$ cat config.mk
export PLATFORM = sky130hd
export DESIGN_NAME = me_search_ctrl
export DESIGN_NICKNAME = d
export VERILOG_FILES = /design/src/rtl/me_search_ctrl.sv
export SDC_FILE = /design/constraint.sdc
export NUM_CORES = 1
export LEC_CHECK = 0
export ABC_AREA = 1
export CORE_ASPECT_RATIO = 1.1
export CORE_UTILIZATION = 52
export DETAILED_ROUTE_END_ITERATION = 7
export PLACE_DENSITY_LB_ADDON = 0.12
export RECOVER_POWER = 50
export SETUP_SLACK_MARGIN = 0.02
export SLEW_MARGIN = 5
export SYNTH_ARGS = -nofsm -noshare
export SYNTH_HDL_FRONTEND = slang
export SYNTH_SLANG_ARGS = --single-unit
$ cat constraint.sdc
create_clock -name clock -period 2.9 [get_ports clock]
set_clock_uncertainty 0.1 [all_clocks]
set_input_delay 0.725 -clock clock [delete_from_list [all_inputs] [get_ports clock]]
set_output_delay 0.725 -clock clock [all_outputs]
set_load 0.1 [all_outputs]
$ cat src/rtl/me_search_ctrl.sv
// Motion-estimation full-search controller: sweeps reference/search-window pel
// addresses for every candidate displacement and tracks the minimum distortion.
module me_search_ctrl #(
    parameter int unsigned BLK  = 4,
    parameter int unsigned DISP = 4,
    parameter int unsigned DW   = 16,
    localparam int unsigned RAW    = (BLK > 1) ? $clog2(BLK * BLK) : 1,
    localparam int unsigned SW     = BLK + DISP - 1,
    localparam int unsigned STRIDE = (SW > 1) ? (1 << $clog2(SW)) : 2,
    localparam int unsigned SAW    = $clog2(STRIDE * STRIDE),
    localparam int unsigned DXW    = (DISP > 1) ? $clog2(DISP) : 1
) (
    input  logic            clock,
    input  logic            reset_n,
    input  logic            start,
    output logic            busy,
    output logic            done,
    output logic [RAW-1:0]  r_addr,
    output logic [SAW-1:0]  s_addr,
    output logic            s1s2_mux,
    output logic            new_dist,
    input  logic [DW-1:0]   dist_in,
    input  logic            dist_valid,
    output logic [DW-1:0]   best_dist,
    output logic [DXW-1:0]  best_dx,
    output logic [DXW-1:0]  best_dy
);

    localparam int unsigned BW    = (BLK > 1) ? $clog2(BLK) : 1;
    localparam int unsigned NCAND = DISP * DISP;
    localparam int unsigned CW    = $clog2(NCAND + 1);

    typedef enum logic [1:0] {
        IDLE  = 2'd0,
        ISSUE = 2'd1,
        WAIT  = 2'd2,
        DONE  = 2'd3
    } state_t;

    state_t         state, state_n;
    logic [DXW-1:0] dy, dx, dy_n, dx_n;
    logic [BW-1:0]  row, col, row_n, col_n;
    logic [CW-1:0]  res_cnt, res_cnt_n;
    logic           last_pel;
    logic           take;
    logic           emit;
    logic [SAW-1:0] s_row, s_col;

    logic           busy_n, done_n, s1s2_n, new_dist_n;
    logic [RAW-1:0] r_addr_n;
    logic [SAW-1:0] s_addr_n;
    logic [DW-1:0]  best_dist_n;
    logic [DXW-1:0] best_dx_n, best_dy_n;

    assign last_pel = (dy == DXW'(DISP - 1)) && (dx == DXW'(DISP - 1)) &&
                      (row == BW'(BLK - 1)) && (col == BW'(BLK - 1));

    // State register and all registered outputs
    always_ff @(posedge clock or negedge reset_n) begin
        if (!reset_n) begin
            state     <= IDLE;
            dy        <= '0;
            dx        <= '0;
            row       <= '0;
            col       <= '0;
            res_cnt   <= '0;
            busy      <= 1'b0;
            done      <= 1'b0;
            r_addr    <= '0;
            s_addr    <= '0;
            s1s2_mux  <= 1'b0;
            new_dist  <= 1'b0;
            best_dist <= '1;
            best_dx   <= '0;
            best_dy   <= '0;
        end else begin
            state     <= state_n;
            dy        <= dy_n;
            dx        <= dx_n;
            row       <= row_n;
            col       <= col_n;
            res_cnt   <= res_cnt_n;
            busy      <= busy_n;
            done      <= done_n;
            r_addr    <= r_addr_n;
            s_addr    <= s_addr_n;
            s1s2_mux  <= s1s2_n;
            new_dist  <= new_dist_n;
            best_dist <= best_dist_n;
            best_dx   <= best_dx_n;
            best_dy   <= best_dy_n;
        end
    end

    // Next state, issue counters, result tracking and next output values
    always_comb begin
        state_n     = state;
        dy_n        = dy;
        dx_n        = dx;
        row_n       = row;
        col_n       = col;
        res_cnt_n   = res_cnt;
        best_dist_n = best_dist;
        best_dx_n   = best_dx;
        best_dy_n   = best_dy;
        r_addr_n    = r_addr;
        s_addr_n    = s_addr;
        s1s2_n      = s1s2_mux;
        new_dist_n  = 1'b0;
        take        = 1'b0;
        emit        = 1'b0;

        case (state)
            IDLE: begin
                if (start) begin
                    state_n     = ISSUE;
                    dy_n        = '0;
                    dx_n        = '0;
                    row_n       = '0;
                    col_n       = '0;
                    res_cnt_n   = '0;
                    best_dist_n = '1;
                    best_dx_n   = '0;
                    best_dy_n   = '0;
                    emit        = 1'b1;
                end
            end
            ISSUE: begin
                take = dist_valid;
                if (last_pel) begin
                    state_n = WAIT;
                end else begin
                    emit = 1'b1;
                    if (col == BW'(BLK - 1)) begin
                        col_n = '0;
                        if (row == BW'(BLK - 1)) begin
                            row_n = '0;
                            if (dx == DXW'(DISP - 1)) begin
                                dx_n = '0;
                                dy_n = dy + 1'b1;
                            end else begin
                                dx_n = dx + 1'b1;
                            end
                        end else begin
                            row_n = row + 1'b1;
                        end
                    end else begin
                        col_n = col + 1'b1;
                    end
                end
            end
            WAIT: begin
                take = dist_valid;
            end
            DONE: begin
                state_n = IDLE;
            end
            default: begin
                state_n = IDLE;
            end
        endcase

        // Results arrive in issue order, so the count identifies the candidate
        if (take && (res_cnt < CW'(NCAND))) begin
            res_cnt_n = res_cnt + 1'b1;
            if (dist_in < best_dist) begin
                best_dist_n = dist_in;
                best_dx_n   = DXW'(res_cnt % DISP);
                best_dy_n   = DXW'(res_cnt / DISP);
            end
        end

        if ((state == WAIT) && (res_cnt_n == CW'(NCAND))) begin
            state_n = DONE;
        end

        s_row = SAW'(dy_n) + SAW'(row_n);
        s_col = SAW'(dx_n) + SAW'(col_n);
        if (emit) begin
            r_addr_n   = RAW'(row_n * BLK) + RAW'(col_n);
            s_addr_n   = SAW'(s_row * STRIDE) + s_col;
            s1s2_n     = (s_col < SAW'(BLK));
            new_dist_n = (row_n == '0) && (col_n == '0);
        end

        busy_n = (state_n == ISSUE) || (state_n == WAIT);
        done_n = (state_n == DONE);
    end

endmodule

==> flow_metrics.env, run 1 <==
export IMPL_syn_area_um2=2870
export IMPL_fmax_mhz=398
export IMPL_slew_headroom=0.214
export IMPL_finalMaxSlewViolations=0
export IMPL_start_util=0.536
export IMPL_wl_per_cell_um=12.4
export IMPL_post_cts_buffers=0
export IMPL_cp_arrival_ns=2.61
export IMPL_clk_pin_slew_ns=0.10
export IMPL_area_delta_synth_final_pct=22.4
export IMPL_cts_made_buffers=5
export IMPL_min_path_type="reg2reg"
export IMPL_die_width_um=72.9
export IMPL_drtIter0Drc=133
export IMPL_htree_levels=2
export IMPL_io_buffers=53
export IMPL_synth_seq_cells=49
export IMPL_r2r_slack_ns=0.39
export IMPL_fin_crit_sh=0.866
export IMPL_fillers=476
export IMPL_core_area_um2=5360
export IMPL_crit_path_end_kind="flip-flop"
export IMPL_synth_seq_area_share=0.434
export IMPL_cts_hold_buf=0
export IMPL_drtPass1Iterations=4
export IMPL_hold_viol=0
export IMPL_critical_path_class="reg2reg"
export IMPL_cts_resized=0
export IMPL_rsz0062_at_grt="false"
export IMPL_clock_sinks=49
export IMPL_viasPerCell=4.95
export IMPL_vias=2407
export IMPL_gp_congestion=0.858
export IMPL_grt_pass1_vias=2338
export IMPL_worst_pin_slew_ns=1.18
export IMPL_drive_gt1_frac=0.197
export IMPL_die_area_um2=5830
export IMPL_drv_cap=0
export IMPL_antennaDiodeCount=0
export IMPL_root_buffer="clkbuf_8"
export IMPL_wirelength_um=6030
export IMPL_status="finished, final reports clean"
export IMPL_r2r_start="state[1]"
export IMPL_grt_max_degree=40
export IMPL_antenna_found_initial=0
export IMPL_clk_latency_ns=0.31
export IMPL_antenna_left=0
export IMPL_clockBufferDepth=2
export IMPL_overflow=0
export IMPL_route_detailed_drc=0
export IMPL_yosys_cell_types_count=38
export IMPL_synth_nets=397
export IMPL_row_count=28
export IMPL_min_period_ns=2.51
export IMPL_min_from="r_addr[1]"
export IMPL_path_max_fanout=9
export IMPL_cts_tree="built"
export IMPL_setup_tns_ns=0
export IMPL_grt_pass1_wl_um=10100
export IMPL_grt_usage=0.227
export IMPL_die_h_um=80.0
export IMPL_ios=54
export IMPL_final_nets=459
export IMPL_hpwl_um=4490
export IMPL_critical_path_required_ns=3.00
export IMPL_fin_hold_ws_ns=0.397
export IMPL_start_kind="flip-flop"
export IMPL_synth_warnings=0
export IMPL_synthCells=348
export IMPL_finalSetupViolations=0
export IMPL_worstSetupStartpoint="state[1]"
export IMPL_postSynthAreaPerCell_um2=8.26
-- critical path: stages, from the launching register on --
cell and delay (ns):
dfrtp_1 0.41, inv_1 0.08, ha_1 0.37, inv_1 0.20, o41ai_1 0.65, ha_1 0.25
ha_1 0.22, nand2_1 0.07, nand2_1 0.05
-- placed cells by master, fill, tap and decap left out, types with 2 or more instances in the layout --
master           instances
o21ai_0                  8
buf_4                   34
inv_2                    7
nand2_1                109
a21oi_1                  9
nor3_1                   4
o21ai_2                  2
ha_1                    28
nand2_2                  4
clkbuf_8                 5
o21ai_1                  4
dfrtp_1                 33
nor2_4                   2
clkbuf_1                11
inv_1                   45
clkdlybuf4s50_1         17
bufinv_16                2
nand3_1                 27
nor2_1                  22
dfstp_2                 16
-- cell usage after synthesis (all sizes together) --
| master | number | share of area |
|---|---|---|
| nand2 | 114 | 0.16 |
| inv | 52 | 0.068 |
| dfrtp | 33 | 0.29 |
| ha | 28 | 0.12 |
| nand3 | 27 | 0.047 |
| nor2 | 25 | 0.040 |
| dfstp | 16 | 0.15 |
| o21ai | 14 | 0.028 |
| a21oi | 10 | 0.020 |
| buf | 8 | 0.017 |
| nor3 | 4 | 0.0070 |
| nand3b | 2 | 0.0096 |
| or2 | 2 | 0.0044 |
| a2111oi | 1 | 0.0096 |
| a22oi | 1 | 0.0026 |
| a32oi | 1 | 0.0030 |
| and3 | 1 | 0.0022 |
| clkbuf | 1 | 0.0013 |
| fa | 1 | 0.0070 |
| nand4 | 1 | 0.0022 |
| o211ai | 1 | 0.0044 |
| o21a | 1 | 0.0026 |
| o22ai | 1 | 0.0044 |
| o31a | 1 | 0.0030 |
| o41ai | 1 | 0.0030 |
| xor2 | 1 | 0.0030 |
-- metal layers --
metal | track usage | up-vias | routed length, um
li1 | - | 1220 | -
met3 | 0.0303 | 8 | 188
met2 | 0.380 | 59 | 3070
met4 | 0.102 | 0 | 93
met1 | 0.289 | 1120 | 2680
met5 | 0 | - | 0
-- stage by stage --
step,cells,utilization,instance area (um^2),setup slack [ns]
3_3_place_gp,478,0.641,3440,0.154
5_1_grt,486,0.656,3520,0.0896
3_5_place_dp,478,0.641,3440,0.122
2_1_floorplan,348,-,2870,0.596
4_1_cts,486,0.667,3570,0.359
6_report,486,0.656,3520,0.389
-- area by class of cell --
| class | count | area (um^2) | share of cell area |
|---|---|---|---|
| timing repair buffer | 64 | 482 | 0.137 |
| clock inverter | 3 | 68.8 | 0.0196 |
| sequential | 49 | 1250 | 0.354 |
| inverter | 52 | 195 | 0.0555 |
| clock buffer | 5 | 68.8 | 0.0196 |
| multi-input combinational | 238 | 1360 | 0.387 |
| tap | 75 | 93.8 | 0.0267 |
-- kinds of logic (layout without fill, tap and decap cells) --
logic type,Yosys count,count (layout),share of synthesized area
AND/OR/NAND/NOR,176,176,0.267
adder cells (fa/ha/maj),29,29,0.129
XOR/XNOR,1,1,0.00305
flip-flops,49,49,0.434
AO/OA/AOI/OAI,32,32,0.0810
buffers and inverters,61,124,0.0862
-- registers in the layout, summed over array words and instances, names as in the netlist --
signal and cells:
r_addr 4, col 2, new_dist 1, row 2, state 2, best_dx 2, best_dist 16, s_addr 6
res_cnt 5, s1s2_mux 1, best_dy 2, dy 2, done 1, busy 1, dx 2
-- path summary, 6_finish.rpt --
path                                endpoint  cells past startpoint
worst max-delay path               s_addr[4]                      8
worst min-delay path               r_addr[1]                      2
worst max register to register     s_addr[4]                      8
worst min register to register     r_addr[1]                      2
max in group asynchronous       best_dist[2]                      2
min in group asynchronous           state[1]                      1
Power of run 1 is left out: the tool's default activity adds up to more than one toggle a clock period on the data nets, which glitch-free logic cannot reach.
==> inputs of run 2 (changes only) <==
--- a/config.mk
+++ b/config.mk
@@ -12,6 +12,7 @@
 export PLACE_DENSITY_LB_ADDON = 0.12
 export RECOVER_POWER = 50
 export SETUP_SLACK_MARGIN = 0.02
+export SKIP_LAST_GASP = 1
 export SLEW_MARGIN = 5
 export SYNTH_ARGS = -nofsm -noshare
 export SYNTH_HDL_FRONTEND = slang
==> results of run 2 <==
Same layout as run 1: the final DEF is identical, and so are final timing and power.
Power of run 2 is left out for the same reason.
==> inputs of run 3 (changes only) <==
--- a/config.mk
+++ b/config.mk
@@ -9,6 +9,7 @@
 export CORE_ASPECT_RATIO = 1.1
 export CORE_UTILIZATION = 52
 export DETAILED_ROUTE_END_ITERATION = 7
+export GPL_TIMING_DRIVEN = 0
 export PLACE_DENSITY_LB_ADDON = 0.12
 export RECOVER_POWER = 50
 export SETUP_SLACK_MARGIN = 0.02
==> run 3 against run 2 <==
Against the previous run:
- critical path type is now reg2out
- non-clock buffer count fell by 1
- die area unchanged
- sequential cell count stayed put
- first-iteration DRC count up 3.0%
- count of clock-buffer cells in the layout grew 2
- sequential share of layout area down 0.28 points
- worst hold slack lost 0.0018 ns
- cell area up 0.78%
- worst setup slack lost 0.28 ns
- the run now ends with DRC left
- register-to-register slack worse by 0.12 ns
==> flow_metrics.env, run 3 (synthesis results as in run 1) <==
export IMPL_drtPass1Iterations=6
export IMPL_antennaDiodeCount=0
export IMPL_hpwl_um=4390
export IMPL_path_max_fanout=3
export IMPL_wl_per_cell_um=11.9
export IMPL_die_width_um=72.9
export IMPL_cp_num_buf_inv=1
export IMPL_cts_resized=0
export IMPL_core_area_um2=5360
export IMPL_clk_pin_slew_ns=0.09
export IMPL_die_area_um2=5830
export IMPL_largest_reg_flops=16
export IMPL_crit_path_cell_trace="clkdlybuf4s50_1"
export IMPL_mostFrequentLayoutCell="nand2_1"
export IMPL_worst_pin_slew_ns=0.990
export IMPL_final_cell_mix="110 x nand2_1, 52 x clkdlybuf4s50_1, 46 x inv_1"
export IMPL_cts_hold_buf=0
export IMPL_violations="DRC"
export IMPL_grt_pass1_wl_um=10500
export IMPL_row_count=28
export IMPL_biggestRegsByFlops="best_dist x16, s_addr x6, res_cnt x5"
export IMPL_final_nets=458
export IMPL_routed_top_layer="met4"
export IMPL_htree_levels=2
export IMPL_route_detailed_drc=1
export IMPL_wl_met2_um=2860
export IMPL_cp_slowest_cell="clkdlybuf4s50_1"
export IMPL_critical_path_class="reg2out"
export IMPL_design_area_um2=3540
export IMPL_rsz0062_at_grt="false"
export IMPL_finalMaxSlewViolations=0
export IMPL_cp_arrival_ns=1.97
export IMPL_fin_crit_sh=0.964
export IMPL_fin_cells=485
export IMPL_cts_tree="built"
export IMPL_place_inst=477
export IMPL_start_util=0.536
export IMPL_grt_usage=0.230
export IMPL_largest_register="best_dist"
export IMPL_root_buffer="clkbuf_8"
export IMPL_postPlaceCellArea_um2=3510
export IMPL_fmax_mhz=358
export IMPL_hold_viol=0
export IMPL_setup_ws_ns=0.106
export IMPL_die_h_um=80.0
export IMPL_grt_max_degree=34
export IMPL_clock_sinks=49
export IMPL_antenna_found_initial=0
export IMPL_cp_top_family="buffers and inverters"
export IMPL_status="finished with violations"
export IMPL_gp_congestion=0.838
export IMPL_drv_cap=0
export IMPL_min_path_type="reg2reg"
export IMPL_crit_path_max_incr_delay_ns=1.13
export IMPL_finalSetupViolations=0
export IMPL_ios=54
export IMPL_slew_headroom=0.338
export IMPL_crit_path_end_kind="primary output"
export IMPL_clockBufferDepth=2
export IMPL_m1WireLength_um=2630
export IMPL_post_cts_buffers=0
export IMPL_clk_latency_ns=0.30
export IMPL_area_delta_synth_final_pct=23.4
export IMPL_overflow=0
export IMPL_cts_made_buffers=5
export IMPL_vias=2373
export IMPL_dp_slack_ns=0.0572
export IMPL_min_period_ns=2.79
export IMPL_antenna_left=0
export IMPL_wirelength_um=5770
export IMPL_drtIter0Drc=137
export IMPL_viasPerCell=4.89
export IMPL_io_buffers=53
export IMPL_drive_gt1_frac=0.117
export IMPL_start_kind="flip-flop"
export IMPL_critical_path_required_ns=2.08
export IMPL_dr_wl_met3_um=223
export IMPL_grt_pass1_vias=2368
[run 3: cell count changes in the layout (fill, tap and decap cells not counted), moves of 2 or more]
cell | before | now
buf_2 | 1 | 6
buf_4 | 34 | 0
bufinv_16 | 2 | 0
clkbuf_1 | 11 | 5
clkdlybuf4s50_1 | 17 | 52
nor2_1 | 22 | 24
[run 3: layout make-up]
| class | count | area [um^2] |
|---|---|---|
| Timing Repair Buffer | 54 | 529 |
| Tap cell | 75 | 93.8 |
| Clock buffer | 7 | 76.3 |
| Sequential cell | 49 | 1250 |
| Clock inverter | 1 | 5.00 |
| Multi-Input combinational cell | 238 | 1350 |
| Inverter | 52 | 195 |
| Fill cell | 474 | 1820 |
| Buffer | 9 | 48.8 |
[run 3: path summary, 6_finish.rpt]
| kind | endpoint | slack (ns) | cells past startpoint | startpoint |
|---|---|---|---|---|
| worst max-delay path | best_dist[0] | 0.11 | 1 | best_dist[0] |
| worst min-delay path | s_addr[0] | 0.40 | 2 | s_addr[0] |
| worst max register to register | s_addr[1] | 0.27 | 13 | dx[0] |
| worst min register to register | s_addr[0] | 0.40 | 2 | s_addr[0] |
| max in group asynchronous | col[1] | 0.94 | 2 | reset_n |
| min in group asynchronous | best_dx[1] | 0.43 | 1 | reset_n |
[run 3: through the flow]
step	hold slack [ns]	TNS, ns	util
finish	0.395	0	0.661
global route	0.416	0	0.661
CTS	0.255	0	0.670
detailed placement	0.375	0	0.655
global placement	0.367	-14.16	0.652
floorplan	0.329	0	-
[run 3: metal layers]
layer,vias to the layer above,track usage
met5,-,0
met2,46,0.399
li1,1218,-
met4,0,0.0549
met1,1104,0.294
met3,5,0.0429
Power of run 3 is left out for the same reason.
